===== src/rtl/cpu_defs_pkg.sv =====
// Shared definitions for the CPU sequencer and control unit: state encodings,
// the nine recognised opcode values (instr[6:2]) and opcode-class helpers.
package cpu_defs;

    typedef enum logic [2:0] {
        ST_IDLE   = 3'd0,
        ST_FETCH  = 3'd1,
        ST_DECODE = 3'd2,
        ST_EXEC   = 3'd3,
        ST_MEM    = 3'd4,
        ST_WB     = 3'd5,
        ST_TRAP   = 3'd6
    } seq_state_t;

    localparam logic [4:0] OP_LUI    = 5'b01101;
    localparam logic [4:0] OP_AUIPC  = 5'b00101;
    localparam logic [4:0] OP_OPIMM  = 5'b00100;
    localparam logic [4:0] OP_OP     = 5'b01100;
    localparam logic [4:0] OP_JAL    = 5'b11011;
    localparam logic [4:0] OP_JALR   = 5'b11001;
    localparam logic [4:0] OP_BRANCH = 5'b11000;
    localparam logic [4:0] OP_LOAD   = 5'b00000;
    localparam logic [4:0] OP_STORE  = 5'b01000;

    localparam int TMO_W = 4;

    // Stores and branches are the only legal classes that leave the register file untouched.
    function automatic logic writes_reg(input logic legal, input logic is_store,
                                        input logic is_branch);
        return legal & ~is_store & ~is_branch;
    endfunction

endpackage


===== src/rtl/op_classify.sv =====
// Combinational opcode classifier: maps instr[6:2] to load/store/branch/legal flags.
module op_classify
    import cpu_defs::*;
(
    input  logic [4:0] op,
    output logic       is_load,
    output logic       is_store,
    output logic       is_branch,
    output logic       legal
);

    always_comb begin
        is_load   = 1'b0;
        is_store  = 1'b0;
        is_branch = 1'b0;
        legal     = 1'b0;
        case (op)
            OP_LOAD: begin
                is_load = 1'b1;
                legal   = 1'b1;
            end
            OP_STORE: begin
                is_store = 1'b1;
                legal    = 1'b1;
            end
            OP_BRANCH: begin
                is_branch = 1'b1;
                legal     = 1'b1;
            end
            OP_LUI, OP_AUIPC, OP_OPIMM, OP_OP, OP_JAL, OP_JALR: begin
                legal = 1'b1;
            end
            default: begin
                legal = 1'b0;
            end
        endcase
    end

endmodule


===== src/rtl/cpu_sequencer.sv =====
// Multi-cycle instruction sequencer. Define SEQ_TIMEOUT_EN to enable the
// 16-cycle memory-handshake timeout that traps with bus_err.
//
//  state  | meaning
//  IDLE   | waiting for start
//  FETCH  | imem_req high until imem_ack; ir_we on ack
//  DECODE | legality check of op
//  EXEC   | route: load/store -> MEM, branch retires, else -> WB
//  MEM    | dmem_req high until dmem_ack; store retires on ack
//  WB     | rf_we/pc_we pulse, retire
//  TRAP   | illegal opcode or bus timeout, left only by rst
module cpu_sequencer
    import cpu_defs::*;
(
    input  logic        clk,
    input  logic        rst,
    input  logic        start,
    input  logic        halt,
    input  logic [4:0]  op,
    output logic        imem_req,
    input  logic        imem_ack,
    output logic        dmem_req,
    output logic        dmem_we,
    input  logic        dmem_ack,
    output logic        ir_we,
    output logic        pc_we,
    output logic        rf_we,
    output logic        busy,
    output logic        illegal,
    output logic        bus_err,
    output logic [2:0]  state,
    output logic [31:0] retire_cnt
);

    seq_state_t  st;
    logic [31:0] ret_cnt_q;
    logic        pc_we_q;
    logic        rf_we_q;
    logic        is_load;
    logic        is_store;
    logic        is_branch;
    logic        legal;
    logic        regwr;
    logic        fetch_done;
    logic        mem_done;
    logic        retire;
    logic        tmo_trap;

    op_classify u_classify (
        .op        (op),
        .is_load   (is_load),
        .is_store  (is_store),
        .is_branch (is_branch),
        .legal     (legal)
    );

    assign regwr      = writes_reg(legal, is_store, is_branch);
    assign fetch_done = (st == ST_FETCH) && imem_ack;
    assign mem_done   = (st == ST_MEM) && dmem_ack;
    assign retire     = ((st == ST_EXEC) && is_branch)
                      || (mem_done && is_store)
                      || (st == ST_WB);

`ifdef SEQ_TIMEOUT_EN
    logic [TMO_W-1:0] tmo_cnt;
    logic             waiting;
    logic             bus_err_q;

    assign waiting  = ((st == ST_FETCH) && !imem_ack) || ((st == ST_MEM) && !dmem_ack);
    assign tmo_trap = waiting && (tmo_cnt == {TMO_W{1'b1}});
    assign bus_err  = bus_err_q;

    // Any exit from FETCH/MEM happens on an ack or a trap, so the count is
    // already zero whenever one of those states is entered.
    always_ff @(posedge clk) begin
        if (rst) begin
            tmo_cnt   <= '0;
            bus_err_q <= 1'b0;
        end else begin
            tmo_cnt <= waiting ? tmo_cnt + {{(TMO_W-1){1'b0}}, 1'b1} : '0;
            if (tmo_trap) begin
                bus_err_q <= 1'b1;
            end
        end
    end
`else
    assign tmo_trap = 1'b0;
    assign bus_err  = 1'b0;
`endif

    always_ff @(posedge clk) begin
        if (rst) begin
            st        <= ST_IDLE;
            ret_cnt_q <= '0;
            pc_we_q   <= 1'b0;
            rf_we_q   <= 1'b0;
            illegal   <= 1'b0;
        end else begin
            pc_we_q <= 1'b0;
            rf_we_q <= 1'b0;
            if (retire) begin
                ret_cnt_q <= ret_cnt_q + 32'd1;
            end
            case (st)
                ST_IDLE: begin
                    if (start) begin
                        st <= ST_FETCH;
                    end
                end
                ST_FETCH: begin
                    if (imem_ack) begin
                        st <= ST_DECODE;
                    end else if (tmo_trap) begin
                        st <= ST_TRAP;
                    end
                end
                ST_DECODE: begin
                    if (legal) begin
                        st      <= ST_EXEC;
                        pc_we_q <= is_branch;
                    end else begin
                        st      <= ST_TRAP;
                        illegal <= 1'b1;
                    end
                end
                ST_EXEC: begin
                    if (is_load || is_store) begin
                        st <= ST_MEM;
                    end else if (is_branch) begin
                        st <= halt ? ST_IDLE : ST_FETCH;
                    end else begin
                        st      <= ST_WB;
                        pc_we_q <= 1'b1;
                        rf_we_q <= regwr;
                    end
                end
                ST_MEM: begin
                    if (dmem_ack) begin
                        if (is_store) begin
                            st <= halt ? ST_IDLE : ST_FETCH;
                        end else begin
                            st      <= ST_WB;
                            pc_we_q <= 1'b1;
                            rf_we_q <= regwr;
                        end
                    end else if (tmo_trap) begin
                        st <= ST_TRAP;
                    end
                end
                ST_WB: begin
                    st <= halt ? ST_IDLE : ST_FETCH;
                end
                ST_TRAP: begin
                    st <= ST_TRAP;
                end
                default: begin
                    st <= ST_TRAP;
                end
            endcase
        end
    end

    assign state      = st;
    assign retire_cnt = ret_cnt_q;
    assign busy       = (st != ST_IDLE);
    assign imem_req   = (st == ST_FETCH);
    assign ir_we      = fetch_done;
    assign dmem_req   = (st == ST_MEM);
    assign dmem_we    = (st == ST_MEM) && is_store;
    assign pc_we      = pc_we_q | (mem_done & is_store);
    assign rf_we      = rf_we_q;

endmodule


===== config.mk =====
export PLATFORM = sky130hd
export DESIGN_NAME = cpu_sequencer
export DESIGN_NICKNAME = d
export VERILOG_FILES = /design/src/rtl/cpu_defs_pkg.sv /design/src/rtl/op_classify.sv /design/src/rtl/cpu_sequencer.sv
export SDC_FILE = /design/constraint.sdc
export NUM_CORES = 1
export LEC_CHECK = 0
export ABC_AREA = 1
export CAP_MARGIN = 20
export CORE_ASPECT_RATIO = 1.5
export CORE_UTILIZATION = 46
export DETAILED_ROUTE_END_ITERATION = 10
export GPL_TIMING_DRIVEN = 0
export MAX_ROUTING_LAYER = met4
export PLACE_DENSITY = 0.72
export SYNTH_ARGS = -nofsm -noshare
export SYNTH_HDL_FRONTEND = slang
export SYNTH_SLANG_ARGS = --single-unit

===== constraint.sdc =====
create_clock -name clk -period 1.5 [get_ports clk]
set_input_delay 0.45 -clock clk [delete_from_list [all_inputs] [get_ports clk]]
set_output_delay 0.45 -clock clk [all_outputs]
set_load 0.05 [all_outputs]

# ---- After elaboration in Yosys (flattened, before gate mapping)
# Cells that the tools add are included.
dict set report op_classes {
  addsub 1
  shift 0
  mul 0
  muxes 24
  bitwise 7
  magnitude_cmp 0
  reduce_logical 14
  n_div 0
  eq_ne 16
}
# cell n
set op_table {}
lappend op_table {{$add A32 B1 Y32 const B} 1}
lappend op_table {{$mux W3} 7}
lappend op_table {{$pmux W3 S6} 1}
lappend op_table {{$eq A5 B4 Y1 const B} 3}
lappend op_table {{$eq A5 B5 Y1 const B} 3}
lappend op_table {{$mux W1} 14}
lappend op_table {{$eq A5 B3 Y1 const B} 2}
lappend op_table {{$reduce_or A9 Y1} 1}
lappend op_table {{$eq A3 B2 Y1 const B} 2}
lappend op_table {{$eq A3 B3 Y1 const B} 2}
lappend op_table {{$logic_and A1 B1 Y1} 5}
lappend op_table {{$logic_not A5 Y1} 1}
lappend op_table {{$ne A2 B1 Y1 const B} 2}
lappend op_table {{$and A1 B1 Y1} 3}
lappend op_table {{$eq A3 B1 Y1 const B} 1}
lappend op_table {{$logic_not A3 Y1} 1}
lappend op_table {{$logic_or A1 B1 Y1} 3}
lappend op_table {{$not A1 Y1} 3}
lappend op_table {{$pmux W1 S3} 1}
lappend op_table {{$reduce_and A3 Y1} 1}
lappend op_table {{$reduce_bool A3 Y1} 1}
lappend op_table {{$ne A2 B2 Y1 const B} 1}
lappend op_table {{$pmux W1 S2} 1}
lappend op_table {{$reduce_and A2 Y1} 1}
lappend op_table {{$or A1 B1 Y1} 1}
dict set report totals {
  ram_bits 0
  n_memories 0
  romBits 0
  latch_bits 0
  word_cells 67
  regBits 38
}

# ---- Logic depth before layout (Yosys ltp)
# Gate-level depths: netlist of run 1.
dict set report depth {
  depth_word 8
  ltp_mapped 10
  ltp_nobuf 10
}

# ---- Hierarchy
# A second synthesis of run 1 with hierarchy kept.
dict set report unflattened {
  cells_unflattened 397
  hier_area_um2 2336.0
}
# module area_per_inst_um2 seq_area_each_um2 instances cells_per_inst
set by_module_without_submodules {}
lappend by_module_without_submodules {cpu_sequencer 2273.4 760.7 1 382}
lappend by_module_without_submodules {op_classify 62.6 0.0 1 15}

# ---- Worst setup path after synthesis of run 1
# No wires, ideal clock.
dict set report synth_timing {
  kind {flip-flop to output port}
  from {register st[0], in the netlist state[0]}
  to {output port ir_we}
  t_arrival_ps 2372
  path_slack_ps -1322
  stages_incl_launch_ff 3
  t_required_ps 1050
  path_buffers 0
  cell_sequence {dfxtp_1 inv_1 nor4_1}
}
dict set report synth_between {
  elab_chain_cells 2
}
# item line_no
set synth_lines {}
lappend synth_lines {{start, declared} cpu_sequencer.sv:35} ;# seq_state_t st;
lappend synth_lines {{start signal, assigned} cpu_sequencer.sv:130} ;# st <= halt ? ST_IDLE : ST_FETCH;
lappend synth_lines {{start signal, assigned} cpu_sequencer.sv:140} ;# st <= halt ? ST_IDLE : ST_FETCH;
lappend synth_lines {{start signal, assigned} cpu_sequencer.sv:151} ;# st <= halt ? ST_IDLE : ST_FETCH;
lappend synth_lines {{$eq A3 B1 Y1} cpu_sequencer.sv:58} ;# assign fetch_done = (st == ST_FETCH) && imem_ack;
lappend synth_lines {{$logic_and A1 B1 Y1} cpu_sequencer.sv:58}
lappend synth_lines {{end, declared} cpu_sequencer.sv:25} ;# output logic ir_we,
# Every way passes these cells.

# ---- Worst setup path after layout of run 1
dict set report layout_timing {
  from {register st[0], in the netlist state[0]}
  to {output port pc_we}
}
dict set report layout_between {
  elab_chain_cells 4
}
# item line_no
set layout_lines {}
lappend layout_lines {{$eq A3 B3 Y1} cpu_sequencer.sv:59} ;# assign mem_done = (st == ST_MEM) && dmem_ack;
lappend layout_lines {{$logic_and A1 B1 Y1} cpu_sequencer.sv:59}
lappend layout_lines {{$and A1 B1 Y1} cpu_sequencer.sv:170} ;# assign pc_we = pc_we_q | (mem_done & is_store);
lappend layout_lines {{$or A1 B1 Y1} cpu_sequencer.sv:170}
lappend layout_lines {{end, declared} cpu_sequencer.sv:26} ;# output logic pc_we,
# Every way passes these cells.

==> run_summary.xml, run 1 <==
<?xml version="1.0" encoding="UTF-8"?>
<metrics>
  <group name="timing">
    <metric name="clock.fmax" unit="MHz">529</metric>
    <metric name="worst_slew_pin_slew" unit="ps">616</metric>
    <metric name="unrepaired_setup_endpoints_after_global_routing" unit="">true</metric>
    <metric name="layout_worst_path_cycle_share" unit="">1.26</metric>
    <metric name="maxSlewViolCount" unit="">0</metric>
    <metric name="final_setup_skew" unit="ps">14.0</metric>
    <metric name="fin_worst_hold_slack" unit="ps">456</metric>
    <metric name="worst_slew_margin_rel" unit="">0.589</metric>
    <metric name="setup-violations-final" unit="">42</metric>
    <metric name="post-route-worst-setup-slack" unit="ps">-391</metric>
    <metric name="fin_crit" unit="ps">1890</metric>
    <metric name="hold_viol" unit="">0</metric>
  </group>
  <group name="power_and_ir_drop">
    <metric name="cellPowerDensity" unit="nW/um^2">1110</metric>
    <metric name="total_power" unit="mW">4.37</metric>
    <metric name="power.static_leakage" unit="nW">1.63</metric>
    <metric name="vdd.ir_drop.worst" unit="V">0.00123</metric>
  </group>
  <group name="clocking">
    <metric name="clock_root_buffer" unit="">sky130_fd_sc_hd__clkbuf_8</metric>
    <metric name="insertion_delay" unit="ps">310</metric>
    <metric name="cts.htree.levels" unit="">2</metric>
    <metric name="cts.reportedPaths.clkPinSlew" unit="ps">80</metric>
    <metric name="total_cts_buffers" unit="">5</metric>
    <metric name="cts_sink_count" unit="">38</metric>
    <metric name="cts_tree" unit="">done</metric>
    <metric name="clock_tree.buffer_depth" unit="">2</metric>
  </group>
  <group name="floorplan">
    <metric name="die_w" unit="microns">62.6</metric>
    <metric name="core_region_area" unit="sq um">5200</metric>
    <metric name="chipHeight" unit="microns">92.9</metric>
    <metric name="effective_utilization_at_floorplan" unit="">0.487</metric>
    <metric name="io_pins" unit="">55</metric>
    <metric name="placementRows" unit="">32</metric>
    <metric name="floorplan.die_area" unit="sq um">5820</metric>
  </group>
  <group name="setup_path">
    <metric name="critical_path_class" unit="">flop to output pin</metric>
    <metric name="cp-end-kind" unit="">output pin</metric>
    <metric name="worst_ep_required_time" unit="ps">1050</metric>
    <metric name="critical_path_start" unit="">state[0]</metric>
    <metric name="critical_path_peak_fanout" unit="">3</metric>
    <metric name="setup.reg_to_reg.worst_slack" unit="ps">-300</metric>
    <metric name="timing.critical_path.from_type" unit="">flop</metric>
    <metric name="worstRegToRegCells" unit="">12</metric>
    <metric name="rr_endpoint" unit="">retire_cnt[0]</metric>
    <metric name="cp_data_arrival_time" unit="ps">1440</metric>
    <metric name="worstReg2RegStart" unit="">state[2]</metric>
  </group>
  <group name="placement">
    <metric name="detailedPlacementHpwl" unit="mm">5.73</metric>
    <metric name="placement.io_buffers" unit="">52</metric>
    <metric name="place_inst" unit="">544</metric>
    <metric name="dpl-instance-area" unit="sq um">3270</metric>
    <metric name="globalplace.congestion" unit="">0.955</metric>
  </group>
  <group name="worst_hold_path">
    <metric name="hold_path.class" unit="">flop to flop</metric>
    <metric name="min-delay-start" unit="">illegal</metric>
    <metric name="min_delay_path_depth" unit="">2</metric>
    <metric name="worstHoldEndpoint" unit="">illegal</metric>
  </group>
  <group name="finish">
    <metric name="final_core_util" unit="">0.754</metric>
    <metric name="mostFrequentLayoutCells" unit="">113 x sky130_fd_sc_hd__nand2_1, 64 x sky130_fd_sc_hd__nor2_1, 35 x sky130_fd_sc_hd__inv_1, 35 x sky130_fd_sc_hd__nand3_1, 34 x sky130_fd_sc_hd__buf_2</metric>
    <metric name="fillCellCount" unit="">434</metric>
    <metric name="stdcell_count" unit="">586</metric>
    <metric name="antenna-diode-count" unit="">0</metric>
    <metric name="layout-area-overhead-vs-synth" unit="%">54.8</metric>
    <metric name="design_area" unit="sq um">3930</metric>
    <metric name="mostFrequentLayoutCell" unit="">sky130_fd_sc_hd__nand2_1</metric>
    <metric name="post_route_cells_drive_above_1_share" unit="">0.386</metric>
    <metric name="nets" unit="">529</metric>
  </group>
  <group name="grt">
    <metric name="grt_first_pass_wirelength" unit="mm">13.6</metric>
    <metric name="globalRoute.totalOverflow" unit="">0</metric>
    <metric name="largest_net_degree_at_the_start_of_global_routing" unit="">14</metric>
    <metric name="grt_pass1_vias" unit="">2964</metric>
    <metric name="grtUsageTotal" unit="">0.312</metric>
    <metric name="antenna_found_initial" unit="">0</metric>
  </group>
  <group name="synth">
    <metric name="synth.lib_cells_used.distinct" unit="">32</metric>
    <metric name="syn_nets" unit="">436</metric>
    <metric name="synthesis.instances" unit="">424</metric>
    <metric name="postSynthRegisterBits" unit="">38</metric>
    <metric name="synth-warning-count" unit="">0</metric>
    <metric name="yosysSeqAreaShare" unit="">0.300</metric>
    <metric name="synth.avg_cell_area" unit="sq um">5.98</metric>
    <metric name="syn_area" unit="sq um">2540</metric>
  </group>
  <group name="run">
    <metric name="timing.max_cap.violations" unit="">0</metric>
  </group>
  <group name="routing">
    <metric name="detail_route.drc_violations" unit="">0</metric>
    <metric name="dr.pass1.iters" unit="">5</metric>
    <metric name="wl_per_cell" unit="microns">15.6</metric>
    <metric name="detailedRoute.firstIterationViolations" unit="">170</metric>
    <metric name="route.vias.total" unit="">3195</metric>
    <metric name="wl" unit="mm">9.16</metric>
    <metric name="viasPerCell" unit="">5.45</metric>
    <metric name="number_of_antenna_violating_nets_in_the_routed_design" unit="">0</metric>
  </group>
  <group name="outcome">
    <metric name="run_status" unit="">complete, but fails checks</metric>
    <metric name="violations_in_the_final_reports" unit="">negative setup slack</metric>
  </group>
</metrics>
per-layer routing:
metal / up-vias / GRT usage / wire length, microns
li1: 1551 / - / -
met1: 1485 / 0.313 / 3520
met2: 127 / 0.551 / 4780
met3: 32 / 0.0406 / 413
met4: 0 / 0.223 / 444
met5: - / - / 0
worst max-delay path, stage by stage, from the launching register on:
cell                         delay (ps)
sky130_fd_sc_hd__dfxtp_4            360
sky130_fd_sc_hd__clkinvlp_4         120
sky130_fd_sc_hd__nand3_4            100
sky130_fd_sc_hd__nor2_4              50
sky130_fd_sc_hd__nand3_4             80
sky130_fd_sc_hd__inv_2               40
sky130_fd_sc_hd__or2_4              230
sky130_fd_sc_hd__buf_8              150
registers in the layout, summed over array words and instances (netlist names):
register and cells:
illegal 1, pc_we_q 1, state 3, rf_we 1, retire_cnt 32
cells in the mapped netlist (all sizes together):
| master | n | area share |
|---|---|---|
| a21oi | 33 | 0.065 |
| nor3 | 3 | 0.0059 |
| nand4 | 8 | 0.020 |
| clkbuf | 3 | 0.0044 |
| or2 | 2 | 0.0049 |
| conb | 1 | 0.0015 |
| xor2 | 5 | 0.017 |
| o21a | 1 | 0.0030 |
| a31oi | 2 | 0.0049 |
| ha | 1 | 0.0049 |
| nor2 | 77 | 0.12 |
| nor3b | 1 | 0.0030 |
| nand2 | 128 | 0.19 |
| o22ai | 1 | 0.0025 |
| buf | 11 | 0.033 |
| nand3b | 7 | 0.021 |
| nand3 | 45 | 0.10 |
| a211oi | 1 | 0.0030 |
| o21ai | 7 | 0.014 |
| xnor2 | 3 | 0.010 |
| inv | 43 | 0.064 |
| nor4 | 3 | 0.0074 |
| dfxtp | 38 | 0.30 |
repair_timing:
item / in CTS / in global routing
pin swaps: 21 / 20
gates resized for setup: 270 / 62
setup buffers: 23 / 8
setup endpoints to repair: 78 / 48
hold buffers: 0 / 0
gates cloned: 5 / 0
hold endpoints to repair: 0 / 0
worst max path at each step:
stage	end	slack, ps	depth (start not counted)
2_1_floorplan	pc_we	-210	6
3_3_place_gp	pc_we	-1350	8
3_5_place_dp	pc_we	-1370	8
4_1_cts	pc_we	-370	7
5_1_grt	pc_we	-430	7
6_report	pc_we	-390	7
logic make-up (layout without fill, tap and decap cells):
| family | count (synthesis) | in the layout | share of synthesized area |
|---|---|---|---|
| flops | 38 | 38 | 0.300 |
| buf+inv | 57 | 150 | 0.101 |
| xor+xnor | 8 | 8 | 0.0276 |
| other cells | 1 | 1 | 0.00148 |
| fa+ha+maj | 1 | 1 | 0.00493 |
| simple gates | 274 | 275 | 0.473 |
| compound gates | 45 | 45 | 0.0923 |
power breakdown:
| part | switching, mW | total (mW) | leakage [nW] | internal, mW |
|---|---|---|---|---|
| logic | 1.23 | 2.22 | 1.24 | 0.989 |
| registers | 0.0531 | 1.12 | 0.324 | 1.07 |
| clock network | 0.423 | 1.02 | 0.0665 | 0.600 |
metrics by stage:
stage | TNS (ps) | worst slack, ps
floorplan | -1100 | -213
global placement | -29190 | -1350
detailed placement | -30330 | -1370
CTS | -4910 | -367
global route | -12420 | -426
finish | -9770 | -391
cell type report:
cell class / instances / area [sq um] / share of cell area
Timing Repair Buffer: 85 / 781 / 0.199
Buffer: 14 / 120 / 0.0306
Sequential cell: 38 / 812 / 0.207
Inverter: 43 / 185 / 0.0472
Clock inverter: 2 / 38.8 / 0.00988
Tap cell: 68 / 85.1 / 0.0217
Multi-Input combinational cell: 330 / 1810 / 0.461
Clock buffer: 6 / 93.8 / 0.0239
Power figures use the tool's default switching activity.
==> run 2: changes to the inputs <==
Settings changed: REMOVE_ABC_BUFFERS set to 1.
==> run 2 against run 1 <==
Effect of this change: the flow still finishes with violations (negative setup slack); setup slack improved by 120 ps; clock skew fell by 7.4 ps; largest power group unchanged; critical path type is now input pin to output pin; die area is the same; cell count fell by 2.9%; routed wire length down 4.5%; largest cell class unchanged; sequential power is essentially flat; worst hold slack better by 1.6 ps.
==> run_summary.xml, run 2 (synthesis gave the netlist of run 1 again) <==
<?xml version="1.0" encoding="UTF-8"?>
<metrics>
  <group name="grt">
    <metric name="grt.busiest_layer" unit="">met2</metric>
    <metric name="grtUsageMet3" unit="">0.0456</metric>
    <metric name="largest_net_degree_at_the_start_of_global_routing" unit="">28</metric>
    <metric name="grt_pass1_vias" unit="">2841</metric>
    <metric name="use_met2" unit="">0.537</metric>
    <metric name="grt_first_pass_wirelength" unit="mm">13.1</metric>
    <metric name="globalRoute.totalOverflow" unit="">0</metric>
    <metric name="grtUsageTotal" unit="">0.295</metric>
    <metric name="gr-usage-met1" unit="">0.300</metric>
    <metric name="antenna_found_initial" unit="">0</metric>
  </group>
  <group name="clocking">
    <metric name="insertion_delay" unit="ps">300</metric>
    <metric name="holdBufCountCts" unit="">0</metric>
    <metric name="cts.htree.levels" unit="">2</metric>
    <metric name="cts_tree" unit="">done</metric>
    <metric name="cts.reportedPaths.clkPinSlew" unit="ps">80</metric>
    <metric name="total_cts_buffers" unit="">5</metric>
    <metric name="clock_tree.buffer_depth" unit="">2</metric>
    <metric name="clock_root_buffer" unit="">sky130_fd_sc_hd__clkbuf_8</metric>
    <metric name="cts_sink_count" unit="">38</metric>
  </group>
  <group name="power_and_ir_drop">
    <metric name="cellPowerDensity" unit="nW/um^2">955</metric>
    <metric name="power.static_leakage" unit="nW">1.52</metric>
    <metric name="vdd.ir_drop.worst" unit="V">0.00130</metric>
  </group>
  <group name="routing">
    <metric name="wl" unit="mm">8.74</metric>
    <metric name="detail_route.drc_violations" unit="">0</metric>
    <metric name="detailedRoute.firstIterationViolations" unit="">243</metric>
    <metric name="route.vias.total" unit="">3159</metric>
    <metric name="dr.pass1.iters" unit="">7</metric>
    <metric name="viasPerCell" unit="">5.55</metric>
    <metric name="wl_per_cell" unit="microns">15.4</metric>
    <metric name="number_of_antenna_violating_nets_in_the_routed_design" unit="">0</metric>
  </group>
  <group name="finish">
    <metric name="fillCellCount" unit="">462</metric>
    <metric name="nets" unit="">512</metric>
    <metric name="layout-area-overhead-vs-synth" unit="%">40.7</metric>
    <metric name="stdcell_count" unit="">569</metric>
    <metric name="mostFrequentLayoutCells" unit="">121 x sky130_fd_sc_hd__nand2_1, 55 x sky130_fd_sc_hd__nor2_1, 37 x sky130_fd_sc_hd__nand3_1, 33 x sky130_fd_sc_hd__a21oi_1</metric>
    <metric name="design_area" unit="sq um">3570</metric>
    <metric name="post_route_cells_drive_above_1_share" unit="">0.323</metric>
    <metric name="flip_flop_count_of_the_largest_register_after_layout" unit="">32</metric>
    <metric name="mostFrequentLayoutCell" unit="">sky130_fd_sc_hd__nand2_1</metric>
    <metric name="antenna-diode-count" unit="">0</metric>
  </group>
  <group name="placement">
    <metric name="place_inst" unit="">531</metric>
    <metric name="globalplace.congestion" unit="">0.901</metric>
    <metric name="placement.io_buffers" unit="">53</metric>
    <metric name="dpl-instance-area" unit="sq um">3060</metric>
    <metric name="detailedPlacementHpwl" unit="mm">5.17</metric>
  </group>
  <group name="setup_path">
    <metric name="worst_ep_required_time" unit="ps">1050</metric>
    <metric name="timing.critical_path.from_type" unit="">input pin</metric>
    <metric name="critical_path_peak_fanout" unit="">3</metric>
    <metric name="cp-end-kind" unit="">output pin</metric>
    <metric name="critical_path_class" unit="">input pin to output pin</metric>
    <metric name="cp_data_arrival_time" unit="ps">1320</metric>
  </group>
  <group name="timing">
    <metric name="worst_slew_pin_slew" unit="ps">563</metric>
    <metric name="unrepaired_setup_endpoints_after_global_routing" unit="">true</metric>
    <metric name="worst_slew_margin_rel" unit="">0.625</metric>
    <metric name="maxSlewViolCount" unit="">0</metric>
    <metric name="setup-violations-final" unit="">35</metric>
    <metric name="layout_worst_path_cycle_share" unit="">1.18</metric>
    <metric name="clock.fmax" unit="MHz">565</metric>
    <metric name="hold_viol" unit="">0</metric>
    <metric name="final_setup_skew" unit="ps">6.56</metric>
    <metric name="post-route-worst-setup-slack" unit="ps">-270</metric>
    <metric name="fin_crit" unit="ps">1770</metric>
  </group>
  <group name="run">
    <metric name="timing.max_cap.violations" unit="">0</metric>
  </group>
  <group name="floorplan">
    <metric name="io_pins" unit="">55</metric>
    <metric name="chipHeight" unit="microns">92.9</metric>
    <metric name="core_region_area" unit="sq um">5200</metric>
    <metric name="floorplan.die_area" unit="sq um">5820</metric>
    <metric name="effective_utilization_at_floorplan" unit="">0.487</metric>
    <metric name="placementRows" unit="">32</metric>
    <metric name="die_w" unit="microns">62.6</metric>
  </group>
  <group name="outcome">
    <metric name="run_status" unit="">complete, but fails checks</metric>
    <metric name="violations_in_the_final_reports" unit="">negative setup slack</metric>
  </group>
  <group name="worst_hold_path">
    <metric name="hold_path.class" unit="">flop to flop</metric>
  </group>
</metrics>
-- run 2: cell types whose count changed in the layout (fill, tap and decap cells not counted), sizes merged --
cell,delta
clkinvlp,-1
clkbuf,-2
nand3,+5
nand2,+1
nor2,+1
clkdlybuf4s50,-1
clkinv,-1
inv,+2
dlygate4sd2,+2
clkdlybuf4s15,-1
buf,-21
bufinv,-1
-- run 2: per-layer routing --
layer / vias up / share of wire
met5: - / 0
met4: 0 / 0.047
met3: 35 / 0.059
met2: 139 / 0.52
met1: 1459 / 0.37
li1: 1526 / -
-- run 2: cell type report --
cell class                 instances  area [sq um]  area share
tap                               68          85.1      0.0239
clock buffer                       7          86.3      0.0242
timing repair buffer              75           567       0.159
clock inverter                     1          5.00     0.00140
sequential                        38           802       0.225
inverter                          43           174      0.0488
multi-input combinational        337          1850       0.518
-- run 2: path summary, 6_finish.rpt --
path / slack, ps / cells after the start / from / endpoint
setup / recovery: -270 / 7 / op[3] / pc_we
hold reg to reg: 460 / 2 / illegal / illegal
hold / removal: 460 / 2 / illegal / illegal
setup reg to reg: -90 / 7 / state[0] / retire_cnt[1]
-- run 2: metrics by stage --
stage               worst slack [ps]  hold slack, ps  setup TNS [ps]  total power, mW   util
floorplan                      -1320             519          -20540             1.82      -
global placement               -1360             438          -47990             2.14  0.587
detailed placement             -1400             440          -49810             2.15  0.587
CTS                             -291             452           -6910             3.12  0.619
global route                    -326             506           -4680             3.55  0.685
finish                          -270             458           -2730             3.41  0.685
-- run 2: repair_timing --
action	CTS	global route
gates resized for setup	283	75
buffers inserted	8	14
pin swaps	9	6
endpoints found under the setup margin	81	61
gates cloned	4	4
-- run 2: critical path: stages --
cell and delay (ps):
sky130_fd_sc_hd__dlygate4sd2_1 250, sky130_fd_sc_hd__nand2_2 80, sky130_fd_sc_hd__nor2_4 50, sky130_fd_sc_hd__nand3_4 70, sky130_fd_sc_hd__inv_2 40, sky130_fd_sc_hd__or2_4 230, sky130_fd_sc_hd__buf_8 150
-- run 2: power by group --
group,leakage (nW),internal [mW],switching (mW)
combinational,1.15,0.549,0.935
clock,0.0482,0.372,0.400
sequential,0.320,1.07,0.0790
==> RTL change 1, RTL diff (flow settings as in run 2) <==
Add a define of `SEQ_TIMEOUT_EN`.
--- a/src/rtl/cpu_sequencer.sv
+++ b/src/rtl/cpu_sequencer.sv
@@ -10,4 +10,6 @@
 //  WB     | rf_we/pc_we pulse, retire
 //  TRAP   | illegal opcode or bus timeout, left only by rst
+`define SEQ_TIMEOUT_EN
+
 module cpu_sequencer
     import cpu_defs::*;
Behaviour: no difference found for any inputs over 10 cycles, from zero or initial values and one cycle with rst high; that may be too few to reach the edited logic, so the function may still have changed.
==> RTL change 1 against run 2 <==
  * The flow still finishes with violations (negative setup slack)
  * Critical path depth unchanged
  * Maximum frequency down 2.1%
  * Routed wire length increased by 27%
  * Core utilization increased by 8.2 points
  * Sequential cell count up 5
  * Global-route usage rose by 0.11 points
  * Setup slack worse by 0.037 ns
  * Die area up 6.4%
  * Area after synthesis is 6.6% higher
  * Design area grew 20%
  * Clock skew hardly changed
Power is not compared: it rests on default switching activity, and its combinational part moved more than twofold at a synthesized area within 25%.
==> RTL change 1: results (changes against run 2) <==
stage,metric,value,unit,change
cts,CTS buffer count,5,,unchanged
layout,Largest register FFs,32,,unchanged
route,routed vias,3650,,was 3159
cts,H-Tree Depth,2,,unchanged
global_routing,initial antenna violation count,0,,unchanged
cts,Root Buffer,clkbuf_8,,unchanged
worst_hold_path,worst hold stages,1,,was 2
placed_design,pre-CTS WS,-1.397,ns,was -1.398 ns
global_routing,total global-route track usage,29.57,%,was 29.46%
synth,Post-synth EDFFs,0,,unchanged
placed_design,Detail Placement HPWL,5.120,mm,was 5.174 mm
placed_design,Port Buffers,54,,was 53
route,highest metal used,met4,,unchanged
synth,most area-consuming cells after synthesis,"dfxtp_1, nand2_1, nor2_1",,unchanged
critical_path,CP Data Arrival Time,1.36,ns,was 1.32 ns
layout,fillers,400,,was 462
run_status,failing checks,negative setup slack,,unchanged
placed_design,RePlAce Congestion,0.9037,,was 0.9006
cts,Post-CTS Hold Fix Bufs,0,,unchanged
sta,Slew @ Worst Pin,0.5177,ns,was 0.5628 ns
critical_path,Crit. Startpoint,state[0],,was op[3]
worst_hold_path,hold path startpoint,tmo_cnt[0],,was illegal
synth,list of most frequent post-synthesis cells,"nand2_1, nor2_1, nand3_1",,"was nand2_1, nor2_1, inv_1"
power,peak supply drop,0.0004692,V,
global_routing,first-pass GRT wire length,13.63,mm,was 13.10 mm
synth,"FFs w/ async S/R, synth",0,%,unchanged
cts,Max clock buf depth,2,,unchanged
critical_path,FF-to-FF End,retire_cnt[21],,was retire_cnt[1]
synth,synthesized area per cell,6.019,µm²,was 5.982 µm²
route,Post-Route WL,11.07,mm,was 8.742 mm
global_routing,largest net degree at the start of global routing,29,,was 28
route,1st-iter DRT viols,353,,was 243
critical_path,FF-to-FF path depth,7,,unchanged
cts,worst-skew pair later-pin latency,0.32,ns,was 0.30 ns
cts,clock transition at the registers of the reported paths,0.09,ns,
critical_path,RR Startpoint,retire_cnt[14],,was state[0]
synth,synth unique cells,30,,was 32
worst_hold_path,WHS Endpoint,tmo_cnt[0],,was illegal
route,M1 wire length,3.784,mm,was 3.231 mm
layout,n_diodes,0,,unchanged
route,DR WL/cell,17.85,µm,was 15.36 µm
sta,Setup WS post-layout,-0.3071,ns,was -0.2697 ns
route,WL met3,702,µm,was 518 µm
sta,clk_skew,0.006936,ns,was 0.006556 ns
power,static leakage power,1.713,nW,
critical_path,Crit Path Max Fanout,3,,unchanged
route,Pre-antenna DRT Iters,5,,was 7
layout,layout cells sized above 1,42.00,%,was 32.34%
placed_design,dpl cells,561,,was 531
global_routing,vias in the first global route,3026,,was 2841
route,metal2 WL,5.727,mm,was 4.584 mm
critical_path,flop-to-flop setup slack,-0.21,ns,was -0.09 ns
worst_hold_path,HP Class,flip-flop to flip-flop,,unchanged
sta,final setup vio count,41,,was 35
synth,Yosys Warn Count,0,,unchanged
synth,sequential area share after synthesis,31.85,%,was 30.00%
run_status,status,"finished, violations left",,unchanged
-- RTL change 1: how the worst max path moves through the flow --
| stage | to | slack (ns) |
|---|---|---|
| floorplan | ir_we | -0.95 |
| global placement | pc_we | -1.38 |
| detailed placement | pc_we | -1.40 |
| CTS | pc_we | -0.29 |
| global route | retire_cnt[21] | -0.35 |
| finish | pc_we | -0.31 |
-- RTL change 1: where the power goes --
group          switching, mW  internal [mW]  total [mW]  leakage (nW)
Sequential            0.0228           1.15        1.18         0.357
Clock                  0.482          0.665        1.15        0.0644
Combinational          0.332          0.208       0.541          1.29
Total                  0.837           2.03        2.86          1.71
-- RTL change 1: layout make-up --
type                            instances  area, µm²  area share (%)
Timing Repair Buffer                   95      804.5           18.82
Inverter                               44      177.7           4.156
Clock inverter                          3      67.56           1.580
Clock buffer                            5      68.82           1.610
Multi-Input combinational cell        360       2176           50.89
Sequential cell                        43      893.4           20.90
Tap cell                               70      87.58           2.049
-- RTL change 1: routing by layer --
| metal | up-vias | GRT usage (%) |
|---|---|---|
| li1 | 1642 | - |
| met1 | 1705 | 28.96 |
| met2 | 226 | 53.95 |
| met3 | 77 | 5.213 |
| met4 | 0 | 17.78 |
| met5 | - | - |
-- RTL change 1: stage by stage --
step / area [µm²] / util [%] / hold slack (ns) / setup TNS (ns)
2_1_floorplan: 2634 / - / 0.4179 / -24.30
4_1_cts: 3590 / 64.40 / 0.4591 / -5.337
6_report: 4275 / 76.70 / 0.4602 / -4.105
3_5_place_dp: 3262 / 58.52 / 0.4446 / -57.11
5_1_grt: 4275 / 76.70 / 0.4794 / -6.670
3_3_place_gp: 3262 / 58.52 / 0.4290 / -55.78
-- RTL change 1: kinds of logic after synthesis --
family | Yosys count | synth area share (%)
xor gates and xnor gates | 11 | 3.565
adders and majority gates | 2 | 0.9258
DFF | 43 | 31.85
AOI/OAI and AO/OA | 43 | 8.241
and+or+nand+nor | 294 | 46.76
buffers and inverters | 56 | 8.657
-- RTL change 1: worst max-delay path, cell delays in order, from the launching register on --
cell and delay (ns):
dfxtp_4 0.39, inv_4 0.04, nand3_4 0.08, nor2_4 0.05, nand2_4 0.06, inv_4 0.03, or2_4 0.23, buf_8 0.15
-- RTL change 1: timing repair --
item                                    in CTS  in global routing
resized for setup                          308                139
gates cloned                                 3                  7
pin swaps                                   15                 37
hold endpoints to repair                     0                  0
buffers inserted                            22                 19
endpoints found under the setup margin      87                 63
==> RTL change 2, RTL diff (settings of run 2) <==
Without the edit above. Register the output `retire_cnt` once more, without a reset; this adds one clock of latency there. The other outputs are not delayed to match.
--- a/src/rtl/cpu_sequencer.sv
+++ b/src/rtl/cpu_sequencer.sv
@@ -162,5 +162,7 @@
 
     assign state      = st;
-    assign retire_cnt = ret_cnt_q;
+    always_ff @(posedge clk) begin
+        retire_cnt <= ret_cnt_q;
+    end
     assign busy       = (st != ST_IDLE);
     assign imem_req   = (st == ST_FETCH);
Function: changed (Yosys sat finds a counterexample within 10 cycles, from zero or initial values and one cycle with rst high).
==> RTL change 2 against run 2 <==
  * The flow still finishes with violations (negative setup slack)
  * Global-route usage down 0.98 points
  * Area after synthesis is 20% higher
  * Setup slack worse by 0.13 ns
  * Sequential share of layout area up 9.7 points
  * Total power rose by 32%
  * Combinational power shrank 18%
  * Count of clock-buffer cells in the layout up 4
  * Design area grew 24%
  * Routed wire length is 6.2% higher
  * Via count up 4.5%
  * Sequential cell count rose by 32
  * Final cell count rose by 7.6%
  * Highest routed layer unchanged
==> RTL change 2: results (changes against run 2) <==
stage,metric,value,unit,change
sta,final setup vio count,40,,was 35
route,DR WL/cell,15.17,µm,was 15.36 µm
route,metal2 WL,4.657,mm,was 4.584 mm
critical_path,flop-to-flop setup slack,-0.28,ns,was -0.09 ns
route,WL met3,597,µm,was 518 µm
layout,Non-clk bufs,91,,was 75
layout,Signal buf overhead,18.20,%,was 15.89%
layout,Multi-In Gates,323,,was 337
sta,Setup WS post-layout,-0.3998,ns,was -0.2697 ns
critical_path,cell class contributing the biggest share of worst-path delay,simple AND/OR/NAND/NOR gates,,was buffers and inverters
placed_design,Detail Placement HPWL,4.877,mm,was 5.174 mm
run_status,status,"finished, violations left",,unchanged
sta,slew margin rel.,61.66,%,was 62.48%
global_routing,total global-route track usage,28.48,%,was 29.46%
critical_path,"slowest stage delay, CP",0.42,ns,was 0.25 ns
placed_design,pre-CTS WS,-1.361,ns,was -1.398 ns
layout,Post-layout nets,546,,was 512
layout,layout cells sized above 1,32.84,%,was 32.34%
critical_path,Critical-path top delay cell,dfxtp_4,,was dlygate4sd2_1
power,peak supply drop,0.001024,V,was 0.001298 V
synth,synth unique cells,30,,was 32
layout,Area growth syn-to-layout,44.71,%,was 40.65%
cts,CTS buffer count,9,,was 5
synth,most area-consuming cells after synthesis,"dfxtp_1, nand2_1, nor2_1",,unchanged
sta,total negative slack,-7.843,ns,was -2.732 ns
global_routing,first-pass GRT wire length,13.92,mm,was 13.10 mm
run_status,failing checks,negative setup slack,,unchanged
==> RTL change 2: cell count changes in the layout (fill, tap and decap cells not counted), sizes merged, moves of 3 or more <==
cell	run 2	this run
nand4	8	2
o21ai	7	2
nand3	51	59
buf	61	69
dfxtp	38	70
clkdlybuf4s15	3	6
nand3b	7	0
dlygate4sd2	4	1
inv	43	37
clkdlybuf4s18	1	10
nor4	3	0
==> RTL change 2: cell families after synthesis <==
logic type / share of synthesized area (%)
adder cells (fa/ha/maj): 0.4101
flip-flops: 45.94
XOR/XNOR: 1.436
other: 0.1229
buffers and inverters: 7.055
AND/OR/NAND/NOR: 37.57
AO/OA/AOI/OAI: 7.466
==> RTL change 2: where the power goes <==
group          internal, mW  switching (mW)
logic                 0.481           0.740
registers              1.90          0.0586
clock network         0.656           0.661
==> RTL change 2: what timing repair did <==
action | CTS | global route
resized for setup | 249 | 91
pin swaps | 13 | 9
buffers inserted | 28 | 15
setup endpoints to repair | 79 | 68
cloned | 7 | 1
